`config.mk`:
```
export PLATFORM = sky130hd
export DESIGN_NAME = hs_slave_flat
export DESIGN_NICKNAME = d
export VERILOG_FILES = /design/src/rtl/hs_pkg.sv /design/src/rtl/hs_slave_if.sv /design/src/rtl/hs_sync_fifo.sv /design/src/rtl/hs_slave.sv /design/src/flat_wrapper.sv
export SDC_FILE = /design/constraint.sdc
export NUM_CORES = 1
export LEC_CHECK = 0
export CAP_MARGIN = 10
export CORE_UTILIZATION = 47
export CTS_BUF_LIST = sky130_fd_sc_hd__clkbuf_8
export DETAILED_ROUTE_END_ITERATION = 7
export GPL_TIMING_DRIVEN = 0
export PLACE_DENSITY = 0.85
export SKIP_CTS_REPAIR_TIMING = 1
export SLEW_MARGIN = 20
export SYNTH_ARGS = -nofsm -noshare
export SYNTH_HDL_FRONTEND = slang
export SYNTH_SLANG_ARGS = --single-unit
export TNS_END_PERCENT = 1
```
`constraint.sdc`:
```
create_clock -name sys_clk -period 2.05 [get_ports sys_clk]
set_clock_uncertainty 0.1 [all_clocks]
set_input_delay 0.5125 -clock sys_clk [delete_from_list [all_inputs] [get_ports sys_clk]]
set_output_delay 0.5125 -clock sys_clk [all_outputs]
set_load 0.01 [all_outputs]
```
`src/rtl/hs_pkg.sv`:
```
// Shared constants for the hs_slave receive link: default widths and the
// fixed master stream pattern used by the optional HS_SLAVE_SEQ_CHECK_EN checker.
package hs_pkg;

  localparam int unsigned DEF_DATA_W = 3;
  localparam int unsigned DEF_DEPTH  = 4;
  localparam int unsigned DEF_CNT_W  = 8;

  localparam logic [2:0] PAT0 = 3'b111;
  localparam logic [2:0] PAT1 = 3'b101;
  localparam logic [2:0] PAT2 = 3'b110;

  localparam int unsigned PAT_LEN = 3;

  // Expected beat for a given position in the repeating master stream.
  function automatic logic [2:0] pat_at(input logic [1:0] idx);
    logic [2:0] p;
    case (idx)
      2'd0:    p = PAT0;
      2'd1:    p = PAT1;
      default: p = PAT2;
    endcase
    return p;
  endfunction

  // Next stream position, wrapping after the last pattern entry.
  function automatic logic [1:0] pat_next(input logic [1:0] idx);
    return (32'(idx) == PAT_LEN - 1) ? 2'd0 : idx + 2'd1;
  endfunction

endpackage

```
`src/rtl/hs_slave_if.sv`:
```
// Valid/ready receive link plus the show-ahead read port and debug status of hs_slave.
interface hs_slave_if #(
  parameter int unsigned DATA_W = hs_pkg::DEF_DATA_W,
  parameter int unsigned DEPTH  = hs_pkg::DEF_DEPTH,
  parameter int unsigned CNT_W  = hs_pkg::DEF_CNT_W
) ();
  import hs_pkg::*;

  localparam int unsigned LVL_W = $clog2(DEPTH) + 1;

  logic              valid;
  logic [DATA_W-1:0] data;
  logic              ready;
  logic              rd_en;
  logic              rd_valid;
  logic [DATA_W-1:0] rd_data;
  logic              full;
  logic              empty;
  logic [LVL_W-1:0]  level;
  logic [CNT_W-1:0]  beat_cnt;
  logic              seq_err;

  modport master (
    output valid, data, rd_en,
    input  ready, rd_valid, rd_data, full, empty, level, beat_cnt, seq_err
  );

  modport slave (
    input  valid, data, rd_en,
    output ready, rd_valid, rd_data, full, empty, level, beat_cnt, seq_err
  );

endinterface

```
`src/rtl/hs_sync_fifo.sv`:
```
// Synchronous show-ahead FIFO: storage, wrapping pointers, level, full/empty.
// A pop while full never frees a slot for a push in the same cycle.
module hs_sync_fifo
  import hs_pkg::*;
#(
  parameter int unsigned DATA_W = DEF_DATA_W,
  parameter int unsigned DEPTH  = DEF_DEPTH
) (
  input  logic                       clk,
  input  logic                       rst_n,
  input  logic                       i_push,
  input  logic [DATA_W-1:0]          i_data,
  input  logic                       i_pop,
  output logic [DATA_W-1:0]          o_rd_data,
  output logic [$clog2(DEPTH):0]     o_level,
  output logic                       o_full,
  output logic                       o_empty
);

  localparam int unsigned PTR_W = $clog2(DEPTH);
  localparam int unsigned LVL_W = PTR_W + 1;

  logic [DATA_W-1:0] r_mem [DEPTH];
  logic [PTR_W-1:0]  r_wr_ptr;
  logic [PTR_W-1:0]  r_rd_ptr;
  logic [LVL_W-1:0]  r_level;

  logic w_push;
  logic w_pop;

  assign o_full  = (r_level == LVL_W'(DEPTH));
  assign o_empty = (r_level == '0);
  assign w_push  = i_push && !o_full;
  assign w_pop   = i_pop && !o_empty;

  always_ff @(posedge clk) begin
    if (w_push) begin
      r_mem[r_wr_ptr] <= i_data;
    end
  end

  // Pointers rely on DEPTH being a power of two for natural wrap.
  always_ff @(posedge clk or negedge rst_n) begin
    if (!rst_n) begin
      r_wr_ptr <= '0;
      r_rd_ptr <= '0;
      r_level  <= '0;
    end else begin
      if (w_push) begin
        r_wr_ptr <= r_wr_ptr + PTR_W'(1);
      end
      if (w_pop) begin
        r_rd_ptr <= r_rd_ptr + PTR_W'(1);
      end
      case ({w_push, w_pop})
        2'b10:   r_level <= r_level + LVL_W'(1);
        2'b01:   r_level <= r_level - LVL_W'(1);
        default: r_level <= r_level;
      endcase
    end
  end

  assign o_rd_data = o_empty ? '0 : r_mem[r_rd_ptr];
  assign o_level   = r_level;

endmodule

```
`src/rtl/hs_slave.sv`:
```
// Receiving end of the valid/ready link: buffers accepted beats, counts them,
// and (with HS_SLAVE_SEQ_CHECK_EN defined) flags deviations from the master's fixed stream.
module hs_slave
  import hs_pkg::*;
#(
  parameter int unsigned DATA_W = DEF_DATA_W,
  parameter int unsigned DEPTH  = DEF_DEPTH,
  parameter int unsigned CNT_W  = DEF_CNT_W
) (
  input  logic      sys_clk,
  input  logic      sys_rst_n,
  hs_slave_if.slave bus
);

  localparam int unsigned LVL_W = $clog2(DEPTH) + 1;

  logic              w_full;
  logic              w_empty;
  logic              w_push;
  logic              w_pop;
  logic [DATA_W-1:0] w_rd_data;
  logic [LVL_W-1:0]  w_level;
  logic [CNT_W-1:0]  r_beat_cnt;

  // Ready depends only on registered occupancy, never on valid.
  assign w_push = bus.valid && !w_full;
  assign w_pop  = bus.rd_en && !w_empty;

  hs_sync_fifo #(
    .DATA_W (DATA_W),
    .DEPTH  (DEPTH)
  ) u_fifo (
    .clk       (sys_clk),
    .rst_n     (sys_rst_n),
    .i_push    (w_push),
    .i_data    (bus.data),
    .i_pop     (w_pop),
    .o_rd_data (w_rd_data),
    .o_level   (w_level),
    .o_full    (w_full),
    .o_empty   (w_empty)
  );

  always_ff @(posedge sys_clk or negedge sys_rst_n) begin
    if (!sys_rst_n) begin
      r_beat_cnt <= '0;
    end else if (w_push) begin
      r_beat_cnt <= r_beat_cnt + CNT_W'(1);
    end
  end

`ifdef HS_SLAVE_SEQ_CHECK_EN
  logic [1:0] r_pat_idx;
  logic       r_seq_err;

  // Any idle cycle restarts the expected stream; stalled beats keep their position.
  always_ff @(posedge sys_clk or negedge sys_rst_n) begin
    if (!sys_rst_n) begin
      r_pat_idx <= 2'd0;
      r_seq_err <= 1'b0;
    end else if (!bus.valid) begin
      r_pat_idx <= 2'd0;
    end else if (w_push) begin
      if (bus.data != DATA_W'(pat_at(r_pat_idx))) begin
        r_seq_err <= 1'b1;
      end
      r_pat_idx <= pat_next(r_pat_idx);
    end
  end

  assign bus.seq_err = r_seq_err;
`else
  assign bus.seq_err = 1'b0;
`endif

  assign bus.ready    = !w_full;
  assign bus.full     = w_full;
  assign bus.empty    = w_empty;
  assign bus.rd_valid = !w_empty;
  assign bus.rd_data  = w_rd_data;
  assign bus.level    = w_level;
  assign bus.beat_cnt = r_beat_cnt;

endmodule

```
`src/flat_wrapper.sv`:
```
// flat-port wrapper written by rule: the top's interface ports become plain ports
module hs_slave_flat import hs_pkg::*;
#(
  parameter int unsigned DATA_W = DEF_DATA_W,
  parameter int unsigned DEPTH  = DEF_DEPTH,
  parameter int unsigned CNT_W  = DEF_CNT_W
)
  (sys_clk, sys_rst_n, bus_valid, bus_data, bus_rd_en, bus_ready, bus_rd_valid, bus_rd_data, bus_full, bus_empty, bus_level, bus_beat_cnt, bus_seq_err);
  hs_slave_if #(.DATA_W(DATA_W), .DEPTH(DEPTH), .CNT_W(CNT_W)) bus_i ();
  input  logic sys_clk;
  input  logic sys_rst_n;
  input wire logic [$bits(bus_i.valid)-1:0] bus_valid;
  input wire logic [$bits(bus_i.data)-1:0] bus_data;
  input wire logic [$bits(bus_i.rd_en)-1:0] bus_rd_en;
  output wire logic [$bits(bus_i.ready)-1:0] bus_ready;
  output wire logic [$bits(bus_i.rd_valid)-1:0] bus_rd_valid;
  output wire logic [$bits(bus_i.rd_data)-1:0] bus_rd_data;
  output wire logic [$bits(bus_i.full)-1:0] bus_full;
  output wire logic [$bits(bus_i.empty)-1:0] bus_empty;
  output wire logic [$bits(bus_i.level)-1:0] bus_level;
  output wire logic [$bits(bus_i.beat_cnt)-1:0] bus_beat_cnt;
  output wire logic [$bits(bus_i.seq_err)-1:0] bus_seq_err;
  assign bus_i.valid = bus_valid;
  assign bus_i.data = bus_data;
  assign bus_i.rd_en = bus_rd_en;
  assign bus_ready = bus_i.ready;
  assign bus_rd_valid = bus_i.rd_valid;
  assign bus_rd_data = bus_i.rd_data;
  assign bus_full = bus_i.full;
  assign bus_empty = bus_i.empty;
  assign bus_level = bus_i.level;
  assign bus_beat_cnt = bus_i.beat_cnt;
  assign bus_seq_err = bus_i.seq_err;
  hs_slave #(.DATA_W(DATA_W), .DEPTH(DEPTH), .CNT_W(CNT_W)) u_core (.sys_clk(sys_clk), .sys_rst_n(sys_rst_n), .bus(bus_i));
endmodule
```
## Yosys cells after proc, flatten, opt, wreduce, memory -nomap -nowiden

Memory sizes are Yosys's and may differ from the RTL's.
Cells that the tools add are included.

| word-level totals | value |
|---|---|
| bits in read-only memories | 0 |
| output and inout bits | 19 |
| word-level logic and storage cells | 25 |
| register bits | 15 |
| memories kept | 1 |
| bits of input ports | 7 |
| memory bits (writable) | 12 |
| latch bits | 0 |

| cells by class | value |
|---|---|
| order comparisons | 0 |
| $mul | 0 |
| muxes and demuxes | 4 |
| add/subtract/negate cells | 5 |
| reduce and logical (&&, ||, !) cells | 8 |
| equality and inequality tests | 3 |
| shift operators | 0 |
| div/mod/pow operators | 0 |
| bitwise operators | 0 |

Memories:

| memory | words | bits a word | read ports | clocked after Yosys merged registers in | write ports | RTL line | RTL |
|---|---|---|---|---|---|---|---|
| u_core.u_fifo.r_mem | 4 | 3 | 1 | 0 | 1 | hs_sync_fifo.sv:23 | `logic [DATA_W-1:0] r_mem [DEPTH];` |

Operators with widths:

| kind | number |
|---|---|
| adder 8 x 1 -> 8 bit (second input constant) | 1 |
| one-hot mux 3 bit (2 select lines) | 1 |
| adder 2 x 1 -> 2 bit (second input constant) | 2 |
| logical AND 1 bit | 4 |
| adder 3 x 1 -> 3 bit (second input constant) | 1 |
| equality test 3 bit (second input constant) | 1 |
| logical NOT 3 bit | 1 |
| two-way mux 3 bit | 1 |
| subtractor 3 x 1 -> 3 bit (second input constant) | 1 |
| equality test 2 x 1 -> 1 bit (second input constant) | 1 |
| equality test 2 bit (second input constant) | 1 |
| logical NOT 1 bit | 2 |
| two-way mux 1 bit | 2 |
| nonzero test 2 bit | 1 |

## Longest topological paths before layout

Gate-level depths: netlist (run 1).

| depth | value |
|---|---|
| depth after elaboration | 6 |
| gate-level depth with buffers | 9 |

## Modules after synthesis

A second synthesis (run 1) with hierarchy kept.

| unflattened totals | value |
|---|---|
| cell total of the unflattened synthesis | 89 |
| area total of the unflattened synthesis | 1275.0 µm² |

By module, submodules not included:

| module | times used | seq. area each (µm²) | cells an instance | area each (µm²) |
|---|---|---|---|---|
| hs_sync_fifo | 1 | 535.5 | 56 | 894.6 |
| hs_slave | 1 | 200.2 | 33 | 380.4 |

## Worst setup path after synthesis (run 1)

Ideal clock, no wire load.

| path | value |
|---|---|
| kind | flip-flop to flip-flop |
| start point | register u_core.u_fifo.r_level[0] (netlist: u_core.u_fifo.o_level[0]) |
| end point | register u_core.u_fifo.r_level[2] (netlist: u_core.u_fifo.o_level[2]) |
| required time | 1871 ps |
| data arrival time | 2028 ps |
| path slack | -157 ps |
| cell stages (with the launch flop) | 10 |
| period minus slack after synthesis | 2207 ps |
| cells stage by stage | dfrtp_1 or3b_1 buf_6 nand2_8 ha_1 inv_1 fa_1 xor2_1 nor2_1 xor2_1 |

| on the way | value |
|---|---|
| longest elaborated chain between the ends | 6 |
| elaborated cells between the ends (all ways) | 14 |
| those cells by class | add/sub: 2; eq/ne: 3; mux: 1; reduce/logical: 8 |

RTL lines:

| element | RTL line | RTL |
|---|---|---|
| start, declared | hs_sync_fifo.sv:26 | `logic [LVL_W-1:0] r_level;` |
| start signal, assigned | hs_sync_fifo.sv:56 | `2'b10: r_level <= r_level + LVL_W'(1);` |
| start signal, assigned | hs_sync_fifo.sv:57 | `2'b01: r_level <= r_level - LVL_W'(1);` |
| start signal, assigned | hs_sync_fifo.sv:58 | `default: r_level <= r_level;` |
| equality test 3 bit (*) | hs_sync_fifo.sv:31 | `assign o_full = (r_level == LVL_W'(DEPTH));` |
| logical NOT 1 bit (*) | n/a |  |
| named net bus_ready | flat_wrapper.sv:15 | `output wire logic [$bits(bus_i.ready)-1:0] bus_ready;` |
| logical AND 1 bit | hs_slave.sv:26 | `assign w_push = bus.valid && !w_full;` |
| logical AND 1 bit (*) | hs_sync_fifo.sv:33 | `assign w_push = i_push && !o_full;` |
| equality test 2 x 1 -> 1 bit or equality test 2 bit (tied branches) | hs_sync_fifo.sv:55 | `case ({w_push, w_pop})` |
| one-hot mux 3 bit (2 select lines) or nonzero test 2 bit (tied branches) | n/a |  |

The timed path passes the listed nets; every way through them passes the cells marked *.
A chain may end at the register's enable or synchronous reset.

## Worst setup path after layout (run 1)

| path | value |
|---|---|
| start point | register u_core.u_fifo.r_rd_ptr[0] |
| end point | output bus_rd_data[1] |

| on the way | value |
|---|---|
| longest elaborated chain between the ends | 2 |

RTL lines:

| element | RTL line | RTL |
|---|---|---|
| start, declared | hs_sync_fifo.sv:25 | `logic [PTR_W-1:0] r_rd_ptr;` |
| start signal, assigned | hs_sync_fifo.sv:53 | `r_rd_ptr <= r_rd_ptr + PTR_W'(1);` |
| memory read (4 x 3 bit) | n/a |  |
| two-way mux 3 bit | hs_sync_fifo.sv:63 | `assign o_rd_data = o_empty ? '0 : r_mem[r_rd_ptr];` |
| end, declared | flat_wrapper.sv:17 | `output wire logic [$bits(bus_i.rd_data)-1:0] bus_rd_data;` |

No other way between the ends.

==> flow_summary_export.csv, run 1 <==
group,metric,value,unit
outcome,outcome,"finished with violations",
outcome,violations,"negative setup slack",
die,io_pins,26,
detailed_routing,ant_nets,0,
layout,layout-drive-gt1-share,0.250,
synth,synthesis.area,1280,um^2
die,fp.dieW,54.2,um
setup_path,worstPathMaxFanout,5,
clocking,htree_levels,1,
layout,regArea,737,um^2
setup_path,crit_required,1.44,ns
grt,grt_pass1_vias,766,
clocking,clockRootBuffer,"clkbuf_8",
clocking,clk_pin_slew_worst_paths,0.10,ns
power,p_per_area,1440,nW/um^2
setup_path,path_cells,"buf_6 -> mux4_2 -> and2_1 -> dlymetal6s2s_1",
power,swShare,0.344,
layout,nNetsFinal,135,
grt,antenna_found_initial,0,
power,p_sw,0.814,mW
detailed_routing,drt-initial-drc-count,4,
layout,syn2layout_area_growth,28.0,%
power,power_frac_seq,0.386,
setup_path,critPathKind,"reg2out",
place,hpwl,1.60,mm
clocking,tritoncts,"done",
synth,synth_largest_area_cell,"dfrtp_1",
die,fp.dieH,54.2,um
min_path,hold_path.class,"reg2reg",
timing,worst_slack,-0.130,ns
detailed_routing,avgRoutedWirePerCell,13.8,um
timing,slew_headroom,0.543,
die,initial_core_util,0.507,
timing,hold_violations,0,
grt,grt_pass1_wl,3.35,mm
setup_path,cp-end-kind,"primary output",
synth,avgSynthCellArea,14.2,um^2
synth,synth_edf_count,12,
die,rows,18,
synth,synth-seq-cells,27,
synth,yosys_warnings,0,
die,die-area,2940,um^2
setup_path,cp_data_arrival_time,1.57,ns
grt,grtUsageTotal,0.167,
setup_path,critPathTopFamily,"multiplexers",
grt,grt_max_degree,17,
detailed_routing,highest_layer,"met4",
run,timing.max_cap.violations,0,
layout,antenna_cells,0,
synth,synth.area.top_cells,"dfrtp_1 (29%), edfxtp_1 (28%), ha_1 (5.9%)",
timing,finalSetupViolCount,5,
timing,post-route-period-util,1.06,
timing,fmax,459,MHz
synth,syn-instance-count,90,
setup_path,crit_path_max_incr_delay,0.49,ns
synth,synthFlopType,"dfrtp_1",
synth,async_flop_share,0.556,
detailed_routing,vias_per_cell,5.01,
detailed_routing,drc,0,
synth,synth_cell_type_count,28,
detailed_routing,wl_met3,59,um
detailed_routing,vias,751,
timing,rsz0062_at_grt,"yes",
setup_path,crit_path_top_delay_cell,"mux4_2",
layout,mostFrequentLayoutCell,"clkdlybuf4s50_1",
setup_path,cp-start-kind,"flop",
setup_path,cp_num_buf_inv,2,
synth,ys_seq_area_frac,0.575,
power,cellLeakagePower,0.709,nW
clocking,clk_latency,0.28,ns
timing,layout_min_cycle_time,2.18,ns
power,pwr-share-comb,0.482,
detailed_routing,drt_wl_total,2.08,mm
detailed_routing,met1Wirelength,846,um
layout,layout_common_cells,"clkdlybuf4s50_1 (16), dfrtp_1 (14), edfxtp_1 (12)",
timing,tightestPinTransition,0.683,ns
clocking,cts_made_buffers,3,
place,preCtsSetupSlack,-0.222,ns
synth,syn-num-nets,104,
grt,gr-total-overflow,0,
clocking,cts_buffer_depth,2,
detailed_routing,wl_met2,1.14,mm
synth,synth.top_cell.area_share,0.293,
detailed_routing,dr.pass1.iters,2,
timing,setup_tns,-0.399,ns
power,clockPowerShare,0.132,
layout,multiInputGateArea,498,um^2
power,intPower,1.55,mW
place,gp_congestion,0.760,
layout,fill_cells,189,
timing,finalMaxSlewViolations,0,
place,port_buffers,23,
die,core_area,2520,um^2
clocking,numClockSinks,27,
power,ir_drop,0.000944,V
## power by group through the flow
stage | registers [mW] | logic (mW) | clock network [mW]
5_1_grt | 0.946 | 1.27 | 0.331
6_report | 0.914 | 1.14 | 0.311
3_5_place_dp | 0.933 | 1.12 | 0
4_1_cts | 0.924 | 1.12 | 0.310
3_3_place_gp | 0.919 | 1.08 | 0
2_1_floorplan | 0.944 | 0.629 | 0
## flip-flops by register name (all words and copies together) (netlist names)
signal                  flops
u_core.u_fifo.o_level       3
u_core.u_fifo.r_wr_ptr      2
u_core.bus.beat_cnt         8
u_core.u_fifo.r_mem        12
u_core.u_fifo.r_rd_ptr      2
## Yosys cell counts, drive strengths merged, types with 3 or more instances
library cell and count:
dfrtp 15, edfxtp 12, inv 7, xor2 7
ha 6, xnor2 6, and3 5, and2 4
nand3 4, buf 3, mux4 3, nand2 3
## per-layer routing
metal  vias to the layer above  global-route usage
met1                       367               0.194
met5                         -                   0
li1                        366                   -
met2                        14               0.305
met3                         4              0.0254
met4                         0              0.0641
## worst paths after layout
path	start	endpoint	slack, ns	cells after the start
setup / recovery	u_core.u_fifo.r_rd_ptr[0]	bus_rd_data[1]	-0.13	4
hold / removal	u_core.bus.beat_cnt[6]	u_core.bus.beat_cnt[6]	0.39	1
max in group asynchronous	sys_rst_n	u_core.u_fifo.o_level[0]	0.84	1
setup reg to reg	u_core.u_fifo.o_level[0]	u_core.u_fifo.o_level[2]	-0.07	9
min in group asynchronous	sys_rst_n	u_core.u_fifo.r_wr_ptr[1]	0.54	1
hold reg to reg	u_core.bus.beat_cnt[6]	u_core.bus.beat_cnt[6]	0.39	1
## logic make-up after synthesis
logic type               share of synthesized area
adder cells (fa/ha/maj)                     0.0743
flip-flops                                   0.575
AND/OR/NAND/NOR                              0.131
multiplexers                                0.0782
XOR/XNOR                                    0.0890
other                                      0.00293
buffers and inverters                       0.0498
## metrics by stage
step	power (mW)	instance area [um^2]	hold WS [ns]	utilization	cells
2_1_floorplan	1.57	1300	0.117	-	90
3_3_place_gp	2.00	1570	0.355	0.621	143
3_5_place_dp	2.05	1570	0.378	0.621	143
4_1_cts	2.36	1620	0.395	0.640	147
5_1_grt	2.55	1640	0.423	0.649	150
6_report	2.36	1640	0.391	0.649	150
## layout make-up
type / count / share of cell area
well taps: 30 / 0.0229
clock buffers: 3 / 0.0252
multi-input cells: 51 / 0.304
inverters: 7 / 0.0191
plain buffers: 5 / 0.0283
clock inverters: 1 / 0.00458
repair buffers: 26 / 0.146
flip-flops and latches: 27 / 0.450
(Power assumes the default switching activity.)
==> inputs of run 2 (changes only) <==
--- a/config.mk
+++ b/config.mk
@@ -9,6 +9,7 @@
 export CORE_UTILIZATION = 47
 export CTS_BUF_LIST = sky130_fd_sc_hd__clkbuf_8
 export DETAILED_ROUTE_END_ITERATION = 7
+export GPL_ROUTABILITY_DRIVEN = 0
 export GPL_TIMING_DRIVEN = 0
 export PLACE_DENSITY = 0.85
 export SKIP_CTS_REPAIR_TIMING = 1
==> results of run 2 <==
The final DEF is identical to that of run 1; final timing and power are the same.
==> inputs of run 3 (changes only) <==
--- a/config.mk
+++ b/config.mk
@@ -6,8 +6,10 @@
 export NUM_CORES = 1
 export LEC_CHECK = 0
 export CAP_MARGIN = 10
+export CORE_MARGIN = 5
 export CORE_UTILIZATION = 47
 export CTS_BUF_LIST = sky130_fd_sc_hd__clkbuf_8
+export CTS_CLUSTER_DIAMETER = 120
 export DETAILED_ROUTE_END_ITERATION = 7
 export GPL_ROUTABILITY_DRIVEN = 0
 export GPL_TIMING_DRIVEN = 0
==> run 3 against run 2 <==
Effect of this change:
- the run still ends with negative setup slack left
- power up 1.5%
- routed wire length is 3.9% higher
- combinational power up 4%
- clock-buffer cell count unchanged
- register-to-register slack improved by 0.02 ns
- largest power group unchanged
==> flow_summary_export.csv, run 3 (same netlist as run 1, synthesis figures left out) <==
group,metric,value,unit
outcome,outcome,"finished with violations",
outcome,violations,"negative setup slack",
clocking,numClockSinks,27,
timing,tightestPinTransition,0.677,ns
layout,syn2layout_area_growth,28.3,%
setup_path,cp_data_arrival_time,1.52,ns
min_path,hold-path-endpoint,"u_core.bus.beat_cnt[7]",
setup_path,cp-end-kind,"primary output",
layout,nNetsFinal,134,
layout,fill_cells,215,
timing,slew_headroom,0.547,
place,port_buffers,23,
min_path,holdCritStartpoint,"u_core.bus.beat_cnt[7]",
layout,layout_common_cells,"clkdlybuf4s50_1 (16), dfrtp_1 (14), edfxtp_1 (12)",
setup_path,cp-start-kind,"flop",
clocking,cts_buffer_depth,2,
layout,fin_area,1640,um^2
setup_path,worstPathMaxFanout,5,
timing,fmax,468,MHz
detailed_routing,vias_per_cell,5.07,
power,cellLeakagePower,0.720,nW
timing,finalSetupViolCount,5,
setup_path,r2r_slack,-0.05,ns
power,ir_drop,0.00110,V
timing,hold_violations,0,
die,io_pins,26,
place,preCtsSetupSlack,-0.237,ns
layout,antenna_cells,0,
timing,setup_tns,-0.318,ns
die,initial_core_util,0.476,
grt,grtUsageTotal,0.117,
die,rows,19,
detailed_routing,ant_nets,0,
setup_path,r2r_end,"u_core.u_fifo.o_level[2]",
timing,post-route-period-util,1.04,
setup_path,path_cells,"buf_6 -> mux4_2 -> and2_4 -> buf_6",
setup_path,r2r_start,"u_core.u_fifo.o_level[0]",
grt,grt_max_degree,16,
layout,largest_reg_flops,12,
setup_path,crit_path_top_delay_cell,"mux4_2",
detailed_routing,dr.pass1.iters,4,
min_path,whs_path_depth,1,
run,timing.max_cap.violations,0,
clocking,htree_levels,1,
layout,layout-drive-gt1-share,0.261,
clocking,clockRootBuffer,"clkbuf_8",
detailed_routing,drt_wl_total,2.16,mm
layout,mostFrequentLayoutCell,"clkdlybuf4s50_1",
power,p_per_area,1460,nW/um^2
grt,antenna_found_initial,0,
detailed_routing,avgRoutedWirePerCell,14.4,um
setup_path,critPathKind,"reg2out",
timing,rsz0062_at_grt,"yes",
detailed_routing,vias,760,
die,fp.dieH,62.2,um
setup_path,crit_path_max_incr_delay,0.50,ns
clocking,cts_made_buffers,3,
detailed_routing,drt-initial-drc-count,11,
clocking,tritoncts,"done",
grt,grt_pass1_vias,805,
place,dpl_cell_area,1570,um^2
min_path,hold_path.class,"reg2reg",
clocking,clk_latency,0.27,ns
place,hpwl,1.62,mm
setup_path,critPathMostFrequentCell,"buf_6",
die,fp.dieW,62.2,um
clocking,clk_pin_slew_worst_paths,0.09,ns
timing,worst_slack,-0.0847,ns
timing,layout_min_cycle_time,2.13,ns
die,core_area,2690,um^2
layout,top_register,"u_core.u_fifo.r_mem",
die,die-area,3870,um^2
setup_path,rr_worst_depth,9,
detailed_routing,drc,0,
grt,grt_pass1_wl,3.64,mm
setup_path,crit_required,1.44,ns
timing,finalMaxSlewViolations,0,
grt,gr-total-overflow,0,
==> run 3: where the power goes <==
part | internal [mW] | total (mW) | leakage [nW] | switching [mW]
Clock | 0.136 | 0.294 | 0.0255 | 0.159
Sequential | 0.762 | 0.922 | 0.289 | 0.160
Combinational | 0.686 | 1.18 | 0.406 | 0.498
Total | 1.58 | 2.40 | 0.720 | 0.816
==> run 3: routing by layer <==
layer / track usage / up-vias / routed length, um
met5: 0 / - / 0
met4: 0.0488 / 0 / 9
met3: 0.0324 / 2 / 88
met2: 0.192 / 18 / 1070
met1: 0.144 / 378 / 988
li1: - / 362 / -
==> run 3: final cells by class <==
class | instances | area, um^2 | area share
flip-flops and latches | 27 | 737 | 0.449
plain buffers | 4 | 35.0 | 0.0213
inverters | 7 | 31.3 | 0.0190
well taps | 31 | 38.8 | 0.0236
multi-input cells | 51 | 503 | 0.306
clock buffers | 3 | 41.3 | 0.0251
repair buffers | 26 | 251 | 0.153
clock inverters | 1 | 5.00 | 0.00305
==> run 3: how the worst max path moves through the flow <==
stage	from	end	slack, ns	cells past startpoint
2_1_floorplan	u_core.u_fifo.o_level[0]	u_core.u_fifo.o_level[2]	-0.04	9
3_3_place_gp	bus_rd_en	u_core.u_fifo.o_level[2]	-0.21	8
3_5_place_dp	u_core.u_fifo.r_rd_ptr[0]	bus_rd_data[1]	-0.24	4
4_1_cts	u_core.u_fifo.r_rd_ptr[0]	bus_rd_data[1]	-0.54	4
5_1_grt	u_core.u_fifo.r_rd_ptr[0]	bus_rd_data[0]	-0.16	4
6_report	u_core.u_fifo.r_rd_ptr[0]	bus_rd_data[0]	-0.08	4
==> run 3: worst max-delay path, delay by kind of cell (launching register included) <==
kind	cells	cell delay [ns]
muxes	1	0.50
DFF	1	0.35
buffers and inverters	2	0.24
and+or+nand+nor	1	0.17
==> run 3: stage by stage <==
stage               power [mW]  hold slack, ns  instances  utilization
finish                    2.40           0.380        150        0.612
global route              2.58           0.400        150        0.612
CTS                       2.38           0.385        148        0.601
detailed placement        2.07           0.372        144        0.584
global placement          2.02           0.358        144        0.584
floorplan                 1.57           0.117         90            -
